## src/rtl/dec_pkg.sv

```systemverilog
// Shared types and elaboration helpers for the decoder pointer sequencer.
//   seq_state_t       : sequencer FSM states
//   min_ptr_width()   : smallest pointer width able to address dec_w channels
//   ptr_width_ok()    : true when a ptr_w-bit pointer covers dec_w channels
package dec_pkg;

   typedef enum logic {
      IDLE  = 1'b0,
      ISSUE = 1'b1
   } seq_state_t;

   // Smallest pointer width for dec_w channels (at least one bit).
   function automatic int unsigned min_ptr_width(input int unsigned dec_w);
      return (dec_w <= 1) ? 1 : $clog2(dec_w);
   endfunction

   // Pointer range check: 2**ptr_w >= dec_w.
   function automatic bit ptr_width_ok(input int unsigned ptr_w, input int unsigned dec_w);
      return ptr_w >= min_ptr_width(dec_w);
   endfunction

endpackage

```

## src/rtl/dec_find_next.sv

```systemverilog
// Combinational search for the lowest set mask bit at or above a start index.
//   mask     in  DEC_BIT_WIDTH  candidate channels
//   from_idx in  PTR_BIT_WIDTH  search start index
//   incl     in  1              1: include from_idx itself, 0: strictly above it
//   found    out 1              a candidate exists
//   idx      out PTR_BIT_WIDTH  lowest qualifying index (0 when none found)
module dec_find_next #(
   parameter int unsigned PTR_BIT_WIDTH = 3,
   parameter int unsigned DEC_BIT_WIDTH = 8
) (
   input  logic [DEC_BIT_WIDTH-1:0] mask,
   input  logic [PTR_BIT_WIDTH-1:0] from_idx,
   input  logic                     incl,
   output logic                     found,
   output logic [PTR_BIT_WIDTH-1:0] idx
);

   logic [31:0] from_ext;

   assign from_ext = 32'(from_idx);

   // Scan from the top down so the last hit is the lowest qualifying index.
   always_comb begin
      found = 1'b0;
      idx   = '0;
      for (int unsigned i = DEC_BIT_WIDTH; i > 0; i--) begin
         if (mask[i-1] && ((32'(i-1) > from_ext) || (incl && (32'(i-1) == from_ext)))) begin
            found = 1'b1;
            idx   = PTR_BIT_WIDTH'(i-1);
         end
      end
   end

endmodule

```

## src/rtl/dec_ptr_sequencer.sv

```systemverilog
// Pointer source for the one-hot / one-to-N decoders: walks the channels
// enabled in a captured mask, lowest first, with a VALID/READY handshake.
//   clk, rst_n  clock (rising edge), async active-low reset
//   start       pulse: capture mask/cont and begin a scan (ignored while busy)
//   stop        pulse: end the scan at the next handshake
//   cont        wrap-around scanning, sampled with start
//   mask        channel enables, sampled with start
//   ready       consumer accepts ptr when valid & ready
//   ptr         current channel index (registered)
//   valid       ptr valid (registered)
//   busy        scan in progress; identical to valid
//   done        one-cycle pulse when a pass over the enabled channels completes
module dec_ptr_sequencer
   import dec_pkg::*;
#(
   parameter int unsigned PTR_BIT_WIDTH = 3,
   parameter int unsigned DEC_BIT_WIDTH = 8
) (
   input  logic                     clk,
   input  logic                     rst_n,
   input  logic                     start,
   input  logic                     stop,
   input  logic                     cont,
   input  logic [DEC_BIT_WIDTH-1:0] mask,
   input  logic                     ready,
   output logic [PTR_BIT_WIDTH-1:0] ptr,
   output logic                     valid,
   output logic                     busy,
   output logic                     done
);

   if (!ptr_width_ok(PTR_BIT_WIDTH, DEC_BIT_WIDTH)) begin : g_width_check
      $error("dec_ptr_sequencer: PTR_BIT_WIDTH cannot address DEC_BIT_WIDTH channels");
   end

   seq_state_t               state_q, state_d;
   logic [PTR_BIT_WIDTH-1:0] ptr_q, ptr_d;
   logic [DEC_BIT_WIDTH-1:0] mask_q, mask_d;
   logic                     cont_q, cont_d;
   logic                     stop_q, stop_d;
   logic                     done_q, done_d;

   logic [DEC_BIT_WIDTH-1:0] first_src;
   logic                     first_found, next_found;
   logic [PTR_BIT_WIDTH-1:0] first_idx, next_idx;

   // Launch searches the live mask; wrap-around searches the captured one.
   assign first_src = (state_q == IDLE) ? mask : mask_q;

   dec_find_next #(
      .PTR_BIT_WIDTH (PTR_BIT_WIDTH),
      .DEC_BIT_WIDTH (DEC_BIT_WIDTH)
   ) u_find_first (
      .mask     (first_src),
      .from_idx ('0),
      .incl     (1'b1),
      .found    (first_found),
      .idx      (first_idx)
   );

   dec_find_next #(
      .PTR_BIT_WIDTH (PTR_BIT_WIDTH),
      .DEC_BIT_WIDTH (DEC_BIT_WIDTH)
   ) u_find_next (
      .mask     (mask_q),
      .from_idx (ptr_q),
      .incl     (1'b0),
      .found    (next_found),
      .idx      (next_idx)
   );

   // State and output registers.
   always_ff @(posedge clk or negedge rst_n) begin
      if (!rst_n) begin
         state_q <= IDLE;
         ptr_q   <= '0;
         mask_q  <= '0;
         cont_q  <= 1'b0;
         stop_q  <= 1'b0;
         done_q  <= 1'b0;
      end else begin
         state_q <= state_d;
         ptr_q   <= ptr_d;
         mask_q  <= mask_d;
         cont_q  <= cont_d;
         stop_q  <= stop_d;
         done_q  <= done_d;
      end
   end

   // Next-state and output logic.
   always_comb begin
      state_d = state_q;
      ptr_d   = ptr_q;
      mask_d  = mask_q;
      cont_d  = cont_q;
      stop_d  = stop_q;
      done_d  = 1'b0;

      unique case (state_q)
         IDLE: begin
            // A simultaneous stop cancels the launch.
            if (start && !stop) begin
               mask_d = mask;
               cont_d = cont;
               stop_d = 1'b0;
               if (first_found) begin
                  state_d = ISSUE;
                  ptr_d   = first_idx;
               end else begin
                  done_d = 1'b1;
               end
            end
         end

         ISSUE: begin
            if (ready) begin
               if (stop_q || stop) begin
                  // Graceful stop: end on this handshake without a done pulse.
                  state_d = IDLE;
                  stop_d  = 1'b0;
               end else if (next_found) begin
                  ptr_d = next_idx;
               end else begin
                  done_d = 1'b1;
                  if (cont_q) begin
                     ptr_d = first_idx;
                  end else begin
                     state_d = IDLE;
                  end
               end
            end else if (stop) begin
               stop_d = 1'b1;
            end
         end

         default: state_d = IDLE;
      endcase
   end

   assign ptr   = ptr_q;
   assign valid = (state_q == ISSUE);
   assign busy  = (state_q == ISSUE);
   assign done  = done_q;

endmodule

```

## config.mk

```make
export PLATFORM = sky130hd
export DESIGN_NAME = dec_ptr_sequencer
export DESIGN_NICKNAME = d
export VERILOG_FILES = /design/src/rtl/dec_pkg.sv /design/src/rtl/dec_find_next.sv /design/src/rtl/dec_ptr_sequencer.sv
export SDC_FILE = /design/constraint.sdc
export NUM_CORES = 1
export LEC_CHECK = 0
export ABC_AREA = 1
export ABC_CLOCK_PERIOD_IN_PS = 1700
export BUFFER_PORTS_ARGS = -buffer_cell sky130_fd_sc_hd__buf_2
export CELL_PAD_IN_SITES_DETAIL_PLACEMENT = 2
export CELL_PAD_IN_SITES_GLOBAL_PLACEMENT = 2
export CORE_AREA = 2 2 67 69
export DETAILED_ROUTE_END_ITERATION = 6
export DIE_AREA = 0 0 69 71
export PLACE_DENSITY = 0.73
export RECOVER_POWER = 100
export SETUP_SLACK_MARGIN = 0.1
export SLEW_MARGIN = 15
export SYNTH_ARGS = -nofsm -noshare
export SYNTH_HDL_FRONTEND = slang
export SYNTH_SLANG_ARGS = --single-unit
```

## constraint.sdc

```tcl
create_clock -name clk -period 1.7 [get_ports clk]
set_clock_uncertainty 0.2 [all_clocks]
set_input_delay 0 -clock clk [delete_from_list [all_inputs] [get_ports clk]]
set_output_delay 0 -clock clk [all_outputs]
set_load 0.01 [all_outputs]
```

==> flow_metrics.env <==
export IMPL_clkLatencyLatePin_ns=0.25
export IMPL_nFillCells=510
export IMPL_synth_top_family_by_area="simple AND/OR/NAND/NOR gates"
export IMPL_dpl_cell_area_um2=1309
export IMPL_yosys_warnings=0
export IMPL_path_class="reg -> reg"
export IMPL_fin_setup_tns_ns=-0.8791
export IMPL_area_growth_pct=69.19
export IMPL_via_per_inst=4.766
export IMPL_mostFrequentLayoutCell="nand2_1"
export IMPL_layout_setup_ws_ns=-0.3285
export IMPL_r2r_start="busy"
export IMPL_powerDensity_nw_per_um2=1955
export IMPL_syn_num_nets=171
export IMPL_drive_gt1_share_pct=44.25
export IMPL_finalCritPeriodShare_pct=119.3
export IMPL_rows=24
export IMPL_synthAdderAreaFrac_pct=0
export IMPL_synth_seq_area_share_pct=36.10
export IMPL_die_y_um=71
export IMPL_drcViolationCount=0
export IMPL_hpwl_um=3025
export IMPL_finalPower_mw=3.439
export IMPL_firstDrtPassIters=3
export IMPL_postRouteAntennaNets=0
export IMPL_synth_simple_area_share_pct=40.43
export IMPL_min_period_ns=2.028
export IMPL_gp_congestion=0.7389
export IMPL_core_area_um2=4204
export IMPL_synth_seq_cells=15
export IMPL_arrival_ns=1.98
export IMPL_synthXorXnorAreaFrac_pct=0
export IMPL_vias=1325
export IMPL_fmax_mhz=493.0
export IMPL_ctsRootBufferMaster="clkbuf_8"
export IMPL_path_clk_slew_ns=0.07
export IMPL_antenna_found_initial=0
export IMPL_ios=20
export IMPL_final_cell_area_um2=1759
export IMPL_htree_levels=1
export IMPL_grt_pass1_wl_um=7465
export IMPL_reg2regPathDepth=13
export IMPL_drt_wirelength_per_cell_um=19.53
export IMPL_tightest_slew_ns=0.9358
export IMPL_port_buffers=19
export IMPL_fin_nets=241
export IMPL_drt_total_wl_um=5430
export IMPL_synth_cell_types=23
export IMPL_rr_endpoint="ptr[0]"
export IMPL_outcome="complete, but fails checks"
export IMPL_cts_tree="built"
export IMPL_relSlewSlack_pct=37.61
export IMPL_synthMuxAreaShare_pct=0
export IMPL_final_util_pct=41.85
export IMPL_syn_area_um2=1040
export IMPL_drt_initial_drc_count=28
export IMPL_critPathCaptureType="register"
export IMPL_min_path_type="in -> async"
export IMPL_clockBufferDepth=2
export IMPL_clkSinkCount=15
export IMPL_critPathMaxFanout=4
export IMPL_syn_avg_cell_area_um2=6.623
export IMPL_grtUsageTotal_pct=19.44
export IMPL_synth_compound_area_share_pct=12.52
export IMPL_drv_cap=0
export IMPL_diodes=0
export IMPL_grt_pass1_vias=1490
export IMPL_netlist_instances=157
export IMPL_die_x_um=69
export IMPL_cp_data_required_time_ns=1.65
export IMPL_p_leak_nw=0.9135
export IMPL_worstSetupStartpointType="register"
export IMPL_grt_max_degree=16
export IMPL_cts_inserted_buffers=3
export IMPL_r2r_slack_ns=-0.33
export IMPL_hold_viol_final=0
export IMPL_slew_violations=0
export IMPL_start_util_pct=24.73
export IMPL_final_cell_mix="nand2_1, buf_4, buf_2"
export IMPL_vdd_ir_drop_max_mv=0.7198
export IMPL_grt_remaining_overflow=0
export IMPL_setup_viol=6
export IMPL_violations="negative setup slack"
export IMPL_rsz0062_at_grt="true"
export IMPL_fp_dieArea_um2=4899
==> cells in the mapped netlist <==
cell type,count,area (µm²)
buf_6,2,22.52
nor3_1,1,5.000
buf_4,1,7.510
dfrtp_1,15,375.4
a21oi_1,1,5.000
inv_1,19,71.32
o21ai_1,2,10.01
o21ai_0,14,70.07
nor2_1,10,37.54
nand3_1,9,45.04
nand2_1,62,232.7
inv_2,2,7.510
a31oi_1,1,6.260
o21ai_2,1,8.760
o21ai_4,1,16.27
nor3_4,1,16.27
nand2_4,1,11.26
o22ai_1,1,6.260
o211ai_1,1,7.510
nand3_2,1,10.01
nand2_2,8,50.05
nor2_2,2,12.51
buf_2,1,5.000
==> registers in the layout, indices dropped and copies added, names as in the netlist <==
register,count
cont_q,1
ptr,3
mask_q,8
busy,1
stop_q,1
done,1
==> through the flow <==
step	std cells	worst slack (ns)	hold WS, ns
after global placement	243	-0.06766	-0.2650
after floorplan	157	0.02021	-0.4956
after global routing	278	-0.3945	0.2972
after detailed placement	243	-0.2026	-0.2537
final	278	-0.3285	0.2277
after CTS	271	-0.09423	0.003972
==> area by class of cell <==
cell class                      instances  area [µm²]  area share [%]
Multi-Input combinational cell        117       650.6           36.98
Timing Repair Buffer                   69       530.5           30.16
Clock buffer                            4       45.04           2.560
Sequential cell                        15       380.4           21.62
Tap cell                               52       65.06           3.698
Inverter                               21       87.58           4.979
==> how the worst max path moves through the flow <==
stage	from	endpoint	slack, ns	depth (start not counted)
after global routing	busy	ptr[0]	-0.39	13
final	busy	ptr[0]	-0.33	13
after floorplan	busy	ptr[0]	0.02	13
after detailed placement	ptr[2]	ptr[0]	-0.20	11
after CTS	busy	ptr[1]	-0.09	12
after global placement	busy	ptr[2]	-0.07	11
==> where the power goes <==
group / total [mW] / switching (mW) / internal (mW)
Combinational: 2.40 / 1.39 / 1.01
Sequential: 0.723 / 0.199 / 0.525
Clock: 0.317 / 0.150 / 0.167
Total: 3.44 / 1.74 / 1.70
==> cell families after synthesis <==
family,Yosys count
compound gates,22
buf+inv,25
flops,15
simple gates,95
==> critical path, stage by stage (launching register included) <==
cell	delay (ns)
dfrtp_2	0.45
buf_4	0.17
nand2_1	0.17
nand2_1	0.11
nand2_2	0.08
nand2_1	0.07
nand2_1	0.10
nand2_1	0.07
nand2_1	0.09
nand2_1	0.10
nand2_1	0.11
nand2_1	0.07
nand2_2	0.07
nand2_1	0.05
==> timing repair <==
action / 4_1_cts / 5_1_grt
hold buffers: 13 / 0
gates cloned: 1 / 0
setup buffers: 10 / 7
pin swaps: 11 / 12
endpoints found under the setup margin: 11 / 14
hold endpoints to repair: 27 / 0
gates resized for setup: 24 / 29
==> layer usage <==
metal	part of all wire [%]	wire length (µm)	up-vias	GRT usage [%]
met5	0	0	-	0
met4	3.1	168	0	6.318
met3	1.1	60	14	1.567
met2	57	3072	22	37.29
met1	39	2128	664	22.79
li1	-	-	625	-
(Power assumes the default switching activity.)
